**src/rtl/fetch_unit.sv**
```systemverilog
// Instruction fetch stage: drives the instruction memory request, holds one
// registered instruction for decode, absorbs back-pressure with a skid slot.
module fetch_unit #(
    parameter logic [31:0] RESET_PC = 32'h0000_0000
) (
    input  logic        clk,
    input  logic        reset,
    output logic [31:0] imem_addr,
    output logic        imem_req,
    input  logic [31:0] imem_rdata,
    input  logic        imem_ready,
    input  logic        stall,
    input  logic        redirect_valid,
    input  logic [31:0] redirect_pc,
    output logic [31:0] instr,
    output logic [31:0] pc_plus4,
    output logic        instr_valid
);

    typedef enum logic [1:0] {
        FETCH   = 2'd0,
        SKID    = 2'd1,
        DISCARD = 2'd2
    } state_e;

    state_e      state_q, state_d;
    logic [31:0] pc_q, pc_d;
    logic [31:0] pend_q, pend_d;
    logic [31:0] instr_q, instr_d;
    logic [31:0] pc4_q, pc4_d;
    logic        valid_q, valid_d;
    logic [31:0] skid_instr_q, skid_instr_d;
    logic [31:0] skid_pc4_q, skid_pc4_d;

    logic        out_free;
    logic [31:0] pc_inc;

    // pc_q is never touched while a request is outstanding, so it doubles
    // as the held address in DISCARD.
    assign imem_req    = !reset && (state_q != SKID);
    assign imem_addr   = pc_q;
    assign instr       = instr_q;
    assign pc_plus4    = pc4_q;
    assign instr_valid = valid_q;

    assign out_free = !valid_q || !stall;
    assign pc_inc   = pc_q + 32'd4;

    // Next-state, pc, output-stage and skid-slot update; redirect wins.
    always_comb begin
        state_d      = state_q;
        pc_d         = pc_q;
        pend_d       = pend_q;
        instr_d      = instr_q;
        pc4_d        = pc4_q;
        valid_d      = valid_q && stall;
        skid_instr_d = skid_instr_q;
        skid_pc4_d   = skid_pc4_q;
        unique case (state_q)
            FETCH: begin
                if (redirect_valid) begin
                    valid_d = 1'b0;
                    if (imem_ready) begin
                        pc_d = redirect_pc;
                    end else begin
                        pend_d  = redirect_pc;
                        state_d = DISCARD;
                    end
                end else if (imem_ready) begin
                    pc_d = pc_inc;
                    if (out_free) begin
                        instr_d = imem_rdata;
                        pc4_d   = pc_inc;
                        valid_d = 1'b1;
                    end else begin
                        skid_instr_d = imem_rdata;
                        skid_pc4_d   = pc_inc;
                        state_d      = SKID;
                    end
                end
            end
            SKID: begin
                if (redirect_valid) begin
                    valid_d      = 1'b0;
                    pc_d         = redirect_pc;
                    skid_instr_d = 32'd0;
                    skid_pc4_d   = 32'd0;
                    state_d      = FETCH;
                end else if (!stall) begin
                    instr_d = skid_instr_q;
                    pc4_d   = skid_pc4_q;
                    valid_d = 1'b1;
                    state_d = FETCH;
                end
            end
            DISCARD: begin
                valid_d = 1'b0;
                if (redirect_valid) begin
                    pend_d = redirect_pc;
                end
                if (imem_ready) begin
                    pc_d    = redirect_valid ? redirect_pc : pend_q;
                    state_d = FETCH;
                end
            end
            default: begin
                state_d = FETCH;
            end
        endcase
    end

    // State registers with asynchronous reset.
    always_ff @(posedge clk or posedge reset) begin
        if (reset) begin
            state_q      <= FETCH;
            pc_q         <= RESET_PC;
            pend_q       <= 32'd0;
            instr_q      <= 32'd0;
            pc4_q        <= 32'd0;
            valid_q      <= 1'b0;
            skid_instr_q <= 32'd0;
            skid_pc4_q   <= 32'd0;
        end else begin
            state_q      <= state_d;
            pc_q         <= pc_d;
            pend_q       <= pend_d;
            instr_q      <= instr_d;
            pc4_q        <= pc4_d;
            valid_q      <= valid_d;
            skid_instr_q <= skid_instr_d;
            skid_pc4_q   <= skid_pc4_d;
        end
    end

endmodule
```
**config.mk**
```make
export PLATFORM = sky130hd
export DESIGN_NAME = fetch_unit
export DESIGN_NICKNAME = d
export VERILOG_FILES = /design/src/rtl/fetch_unit.sv
export SDC_FILE = /design/constraint.sdc
export NUM_CORES = 1
export LEC_CHECK = 0
export ABC_AREA = 1
export CORE_ASPECT_RATIO = 0.5
export CORE_UTILIZATION = 49
export CTS_CLUSTER_DIAMETER = 30
export DETAILED_ROUTE_END_ITERATION = 8
export HOLD_SLACK_MARGIN = 0.02
export PLACE_DENSITY = 0.77
export SYNTH_ARGS = -nofsm -noshare
export SYNTH_HDL_FRONTEND = slang
export SYNTH_SLANG_ARGS = --single-unit
```
**constraint.sdc**
```tcl
create_clock -name clk -period 8.07 [get_ports clk]
set_clock_uncertainty 0.05 [all_clocks]
set_input_delay 2.421 -clock clk [delete_from_list [all_inputs] [get_ports clk]]
set_output_delay 2.421 -clock clk [all_outputs]
set_load 0.05 [all_outputs]
```
==> results.toml, run 1 <==
[synthesis]
yosysTopAreaCell = "dfrtp_1"
yosysSeqAreaShare_pct = 48.3
synth_top_cell_area_share_pct = 48.3
postSynthCellCount = 1332
synth_nets = 1406
yosysUniqueCellTypes = 36
ys_top_cells_by_count = "nand2_1, dfrtp_1, nor2_1"
yosysMostFrequentCell = "nand2_1"
synth_area_leaders = "dfrtp_1, nand2_1, a21oi_1, nor2_1, o21ai_0"
avgSynthCellArea_sq_um = 7.59
syn_area_sq_um = 10100
synth_seq_cells = 195
synthArstFlopShare_pct = 100
yosysWarningCount = 0
ys.flop_type = "dfrtp_1"
synth-edff-count = 0

[min_path]
min_path_cells = 2
hold_start = "skid_pc4_q[22]$_DFFE_PP0P_"
worstHoldEndpoint = "skid_pc4_q[22]$_DFFE_PP0P_"
hold_path_class = "flip-flop to flip-flop"

[clocking]
clk_pin_slew_worst_paths_ns = 0.07
cts_tree = "built"
clk-insertion-delay-late_ns = 0.44
cts-root-buf = "clkbuf_16"
clock_sinks = 195
cts_setup_buffers = 0
cts_max_path_buffers = 2
htree_num_levels = 4
cts_buffers = 17
postCtsResizedCells = 0
postCtsHoldBufs = 0

[timing]
finalWorstPathRequiredPeriod_ns = 6.36
maxSlewViolCount = 0
fin_setup_tns_ns = 0
rsz0062_at_grt = "false"
finalSetupViolations = 0
maxSlewHeadroom_pct = 24.5
tightest_slew_ns = 1.13
hold_violations = 0
min_period_over_period_pct = 78.8
max_freq_ghz = 0.157

[route]
drt-wirelength-per-cell_um = 16.8
totalWireLength_mm = 28.9
drt_iter0_drc = 961
first_pass_iters = 7
vias = 9585
viasPerCell = 5.56
antenna_left = 0
drc = 0

[power_and_ir_drop]
p_per_area_nw_per_um2 = 496
vdd_drop_max_mv = 0.216
leakagePower_nw = 5.49

[finish]
area_growth_pct = 21.8
nets = 1519
fin_cells = 1723
antenna_cells = 0
seq_area_sq_um = 4880
multiInputGateArea_sq_um = 4610
n_fill_cell = 1726
layout-drive-gt1-share_pct = 5.77

[floorplan]
core.rowCount = 36
dieArea_sq_um = 21200
boundaryPins = 167
initial_core_util_pct = 51.0
die_y_um = 104
die_w_um = 205
coreArea_sq_um = 19800

[worst_setup_path]
reg2regPathDepth = 10
cp_top_family = "buffers and inverters"
worst-path-buf-inv = 2
required_ns = 5.60
rr_endpoint = "imem_addr[28]$_DFFE_PP0P_"
reg2reg_slack_ns = 4.69
timing.rr.start = "state_q[0]$_DFFE_PP0P_"
worstPathArrival_ns = 3.89
criticalPathCategory = "input port to output port"
cp.depth = 3
crit_slowest_cell = "clkdlybuf4s50_1"
cpMostUsedCell = "clkdlybuf4s50_1"
endpoint_kind = "output port"
cp_slowest_stage_delay_ns = 0.83
crit_chain = "clkdlybuf4s50_1, nor2_1, clkdlybuf4s50_1"
crit_fanout = 2
crit_path_start_kind = "input port"

[global_routing]
grt_max_degree = 132
grt_overflow = 0
grt_pass1_vias = 8910
busiest_layer = "met1"
antenna_found_initial = 0
grt_pass1_wl_mm = 47.1
met3_usage_pct = 4.72
grt_use_met1_pct = 43.2
grt_usage_pct = 28.1
met2_usage_pct = 40.5

[placement]
dp.cells = 1692
dp_hpwl_mm = 19.2
portBuffers = 166
gp_congestion = 0.892

[status]
status = "complete, no violations"

[job]
drv_cap = 0
state kept, by name, summed over array words and instances (netlist names):
signal / count
imem_addr: 32
instr: 32
instr_valid: 1
pc_plus4: 32
pend_q: 32
skid_instr_q: 32
skid_pc4_q: 32
state_q: 2
cell families after synthesis:
kind of cell	Yosys count	share of synthesized area, %
XOR/XNOR	13	1.13
AND/OR/NAND/NOR	662	25.8
AO/OA/AOI/OAI	324	17.9
flip-flops	195	48.3
buffers and inverters	133	6.22
adder cells (fa/ha/maj)	5	0.619
worst min-delay path, cell delays in order (launching register included):
cell	delay, ns
dfrtp_1	0.35
nand2_1	0.05
o21ai_0	0.06
metal layers:
layer  wire (um)  up-vias
li1            -     4594
met1       13600     4524
met2       12500      434
met3        2360       33
met4         441        0
met5           0        -
per-stage QoR:
stage	utilization, %	hold WS, ns	area [sq um]	power [W]	setup WS [ns]
2_1_floorplan	-	0.403	10100	0.00425	0.287
3_3_place_gp	59.3	0.416	11800	0.00517	1.70
3_5_place_dp	59.3	0.424	11800	0.00527	1.70
4_1_cts	62.1	0.442	12300	0.00609	1.70
5_1_grt	62.1	0.456	12300	0.00652	1.65
6_report	62.1	0.440	12300	0.00610	1.71
cell type report:
class                           instances  share of cell area [%]
Timing Repair Buffer                  175                    14.0
Sequential cell                       195                    39.7
Clock buffer                           20                    3.71
Inverter                               52                    1.69
Tap cell                              266                    2.70
Clock inverter                         11                   0.783
Multi-Input combinational cell       1004                    37.5
how the worst max path moves through the flow:
stage                     start  slack [ns]                        to
after CTS                 reset        1.70                  imem_req
after floorplan           reset        0.29  imem_addr[0]$_DFFE_PP0P_
after global placement    reset        1.70                  imem_req
after detailed placement  reset        1.70                  imem_req
final                     reset        1.71                  imem_req
after global routing      reset        1.65                  imem_req
layout by cell type (no fill, tap or decap), types with 3 or more instances in the layout:
cell,count
clkinvlp_4,3
a21oi_1,130
inv_8,4
ha_1,4
a31oi_1,59
nand3b_1,8
clkdlybuf4s50_1,165
buf_4,9
nor2_2,6
o211ai_1,3
nor2_1,132
clkbuf_16,17
o21ai_1,12
inv_2,5
dfrtp_1,195
inv_1,43
and2_1,3
nand2_1,484
nand3_1,21
xnor2_1,4
o21ai_0,92
xor2_1,9
a21oi_2,21
report_power, final:
part           switching (W)  internal (W)  total [W]
sequential          0.000364       0.00146    0.00182
clock               0.000397      0.000418   0.000815
combinational        0.00238       0.00108    0.00346
total                0.00315       0.00296    0.00610
Power figures use the tool's default switching activity.
==> run 2, diff against run 1 <==
==> constraint.sdc (replaced) <==
create_clock -name clk -period 5.35 [get_ports clk]
set_clock_uncertainty 0.05 [all_clocks]
set_input_delay 1.605 -clock clk [delete_from_list [all_inputs] [get_ports clk]]
set_output_delay 1.605 -clock clk [all_outputs]
set_load 0.05 [all_outputs]
==> results.toml, run 2 (synthesis gave the netlist of run 1 again) <==
[worst_setup_path]
crit_chain = "clkdlybuf4s50_1, nor2_1, clkdlybuf4s50_1"
required_ns = 3.70
worst-path-buf-inv = 2
crit_path_start_kind = "input port"
crit_slowest_cell = "clkdlybuf4s50_1"
criticalPathCategory = "input port to output port"
endpoint_kind = "output port"
worstPathArrival_ns = 3.02
cp_slowest_stage_delay_ns = 0.84
crit_fanout = 2
cp_top_family = "buffers and inverters"
cpMostUsedCell = "clkdlybuf4s50_1"
reg2reg_slack_ns = 2.09

[clocking]
cts-root-buf = "clkbuf_16"
cts_max_path_buffers = 2
postCtsResizedCells = 0
cts_buffers = 17
htree_num_levels = 4
cts_setup_buffers = 0
cts_tree = "built"
clk-insertion-delay-late_ns = 0.44
postCtsHoldBufs = 0
clock_sinks = 195
clk_pin_slew_worst_paths_ns = 0.08

[placement]
dp_hpwl_mm = 19.4
gp_congestion = 0.885
place_area_sq_um = 11800
portBuffers = 166

[timing]
finalSetupViolations = 0
rsz0062_at_grt = "false"
finalWorstPathRequiredPeriod_ns = 4.67
max_freq_ghz = 0.214
fin_setup_tns_ns = 0
tightest_slew_ns = 1.11
maxSlewHeadroom_pct = 25.8
min_period_over_period_pct = 87.4
maxSlewViolCount = 0
hold_violations = 0

[job]
drv_cap = 0

[finish]
stdcell_area_sq_um = 12500
n_fill_cell = 1732
nets = 1525
area_growth_pct = 23.5
antenna_cells = 0
layout_common_cells = "nand2_1, dfrtp_1, clkdlybuf4s50_1, nor2_1, a21oi_1"
layout-drive-gt1-share_pct = 6.22
final_common_cell = "nand2_1"

[min_path]
hold_path_class = "flip-flop to flip-flop"

[global_routing]
grt_max_degree = 129
grt_usage_pct = 27.9
grt_pass1_wl_mm = 46.7
grt_overflow = 0
antenna_found_initial = 0
grt_pass1_vias = 9027

[floorplan]
boundaryPins = 167
core.rowCount = 36
initial_core_util_pct = 51.0
dieArea_sq_um = 21200
die_y_um = 104
die_w_um = 205
coreArea_sq_um = 19800

[power_and_ir_drop]
vdd_drop_max_mv = 0.323
leakagePower_nw = 5.57
p_per_area_nw_per_um2 = 756

[route]
drt-wirelength-per-cell_um = 16.7
first_pass_iters = 5
drc = 0
totalWireLength_mm = 29.0
vias = 9603
antenna_left = 0
viasPerCell = 5.55
drt_iter0_drc = 928

[status]
status = "complete, no violations"
run 2: changes by cell type in the layout (fill, tap and decap cells not counted):
cell       change
bufinv_16      +4
buf_4          +3
buf_12         +3
clkinv_2       -1
clkbuf_8       -2
run 2: tightest hold or removal path: cells and delay by family, from the launching register on:
kind	cells	cell delay, ns
AOI/OAI and AO/OA	1	0.06
DFF	1	0.35
and+or+nand+nor	1	0.05
run 2: area by class of cell:
type | count | area, sq um | area share [%]
clock inverter | 14 | 215 | 1.72
timing repair buffer | 181 | 1810 | 14.5
sequential | 195 | 4880 | 39.1
clock buffer | 18 | 429 | 3.44
multi-input combinational | 1004 | 4610 | 36.9
inverter | 52 | 204 | 1.63
tap | 266 | 333 | 2.67
run 2: report_power, final:
part | switching (W) | internal [W] | total, W
Clock | 0.000621 | 0.000800 | 0.00142
Combinational | 0.00360 | 0.00165 | 0.00526
Sequential | 0.000551 | 0.00220 | 0.00275
Total | 0.00477 | 0.00466 | 0.00943
run 2: worst paths after layout:
check                      cells after the start                       from                           end
min in group asynchronous                      2                      reset     skid_pc4_q[0]$_DFFE_PP0P_
hold reg to reg                                2  skid_pc4_q[2]$_DFFE_PP0P_     skid_pc4_q[2]$_DFFE_PP0P_
max in group asynchronous                      3                      reset  skid_instr_q[15]$_DFFE_PP0P_
setup / recovery                               3                      reset                      imem_req
hold / removal                                 2  skid_pc4_q[2]$_DFFE_PP0P_     skid_pc4_q[2]$_DFFE_PP0P_
setup reg to reg                               8     state_q[1]$_DFFE_PP0P_      imem_addr[1]$_DFFE_PP0P_
run 2: metal layers:
layer / vias up / GRT usage [%] / wire, um
met5: - / 0 / 0
met4: 0 / 6.72 / 303
met3: 25 / 5.98 / 2220
met2: 346 / 41.6 / 12800
met1: 4638 / 41.3 / 13700
li1: 4594 / - / -
run 2: stage by stage:
step                      hold slack [ns]  utilization, %  setup slack, ns  total power [W]  cells
final                               0.439            63.0            0.676          0.00943   1730
after global routing                0.455            63.0            0.621           0.0100   1730
after detailed placement            0.424            59.7            0.655          0.00798   1698
after floorplan                     0.403               -             1.18          0.00640   1332
after global placement              0.416            59.7            0.671          0.00783   1698
after CTS                           0.442            63.0            0.655          0.00942   1730
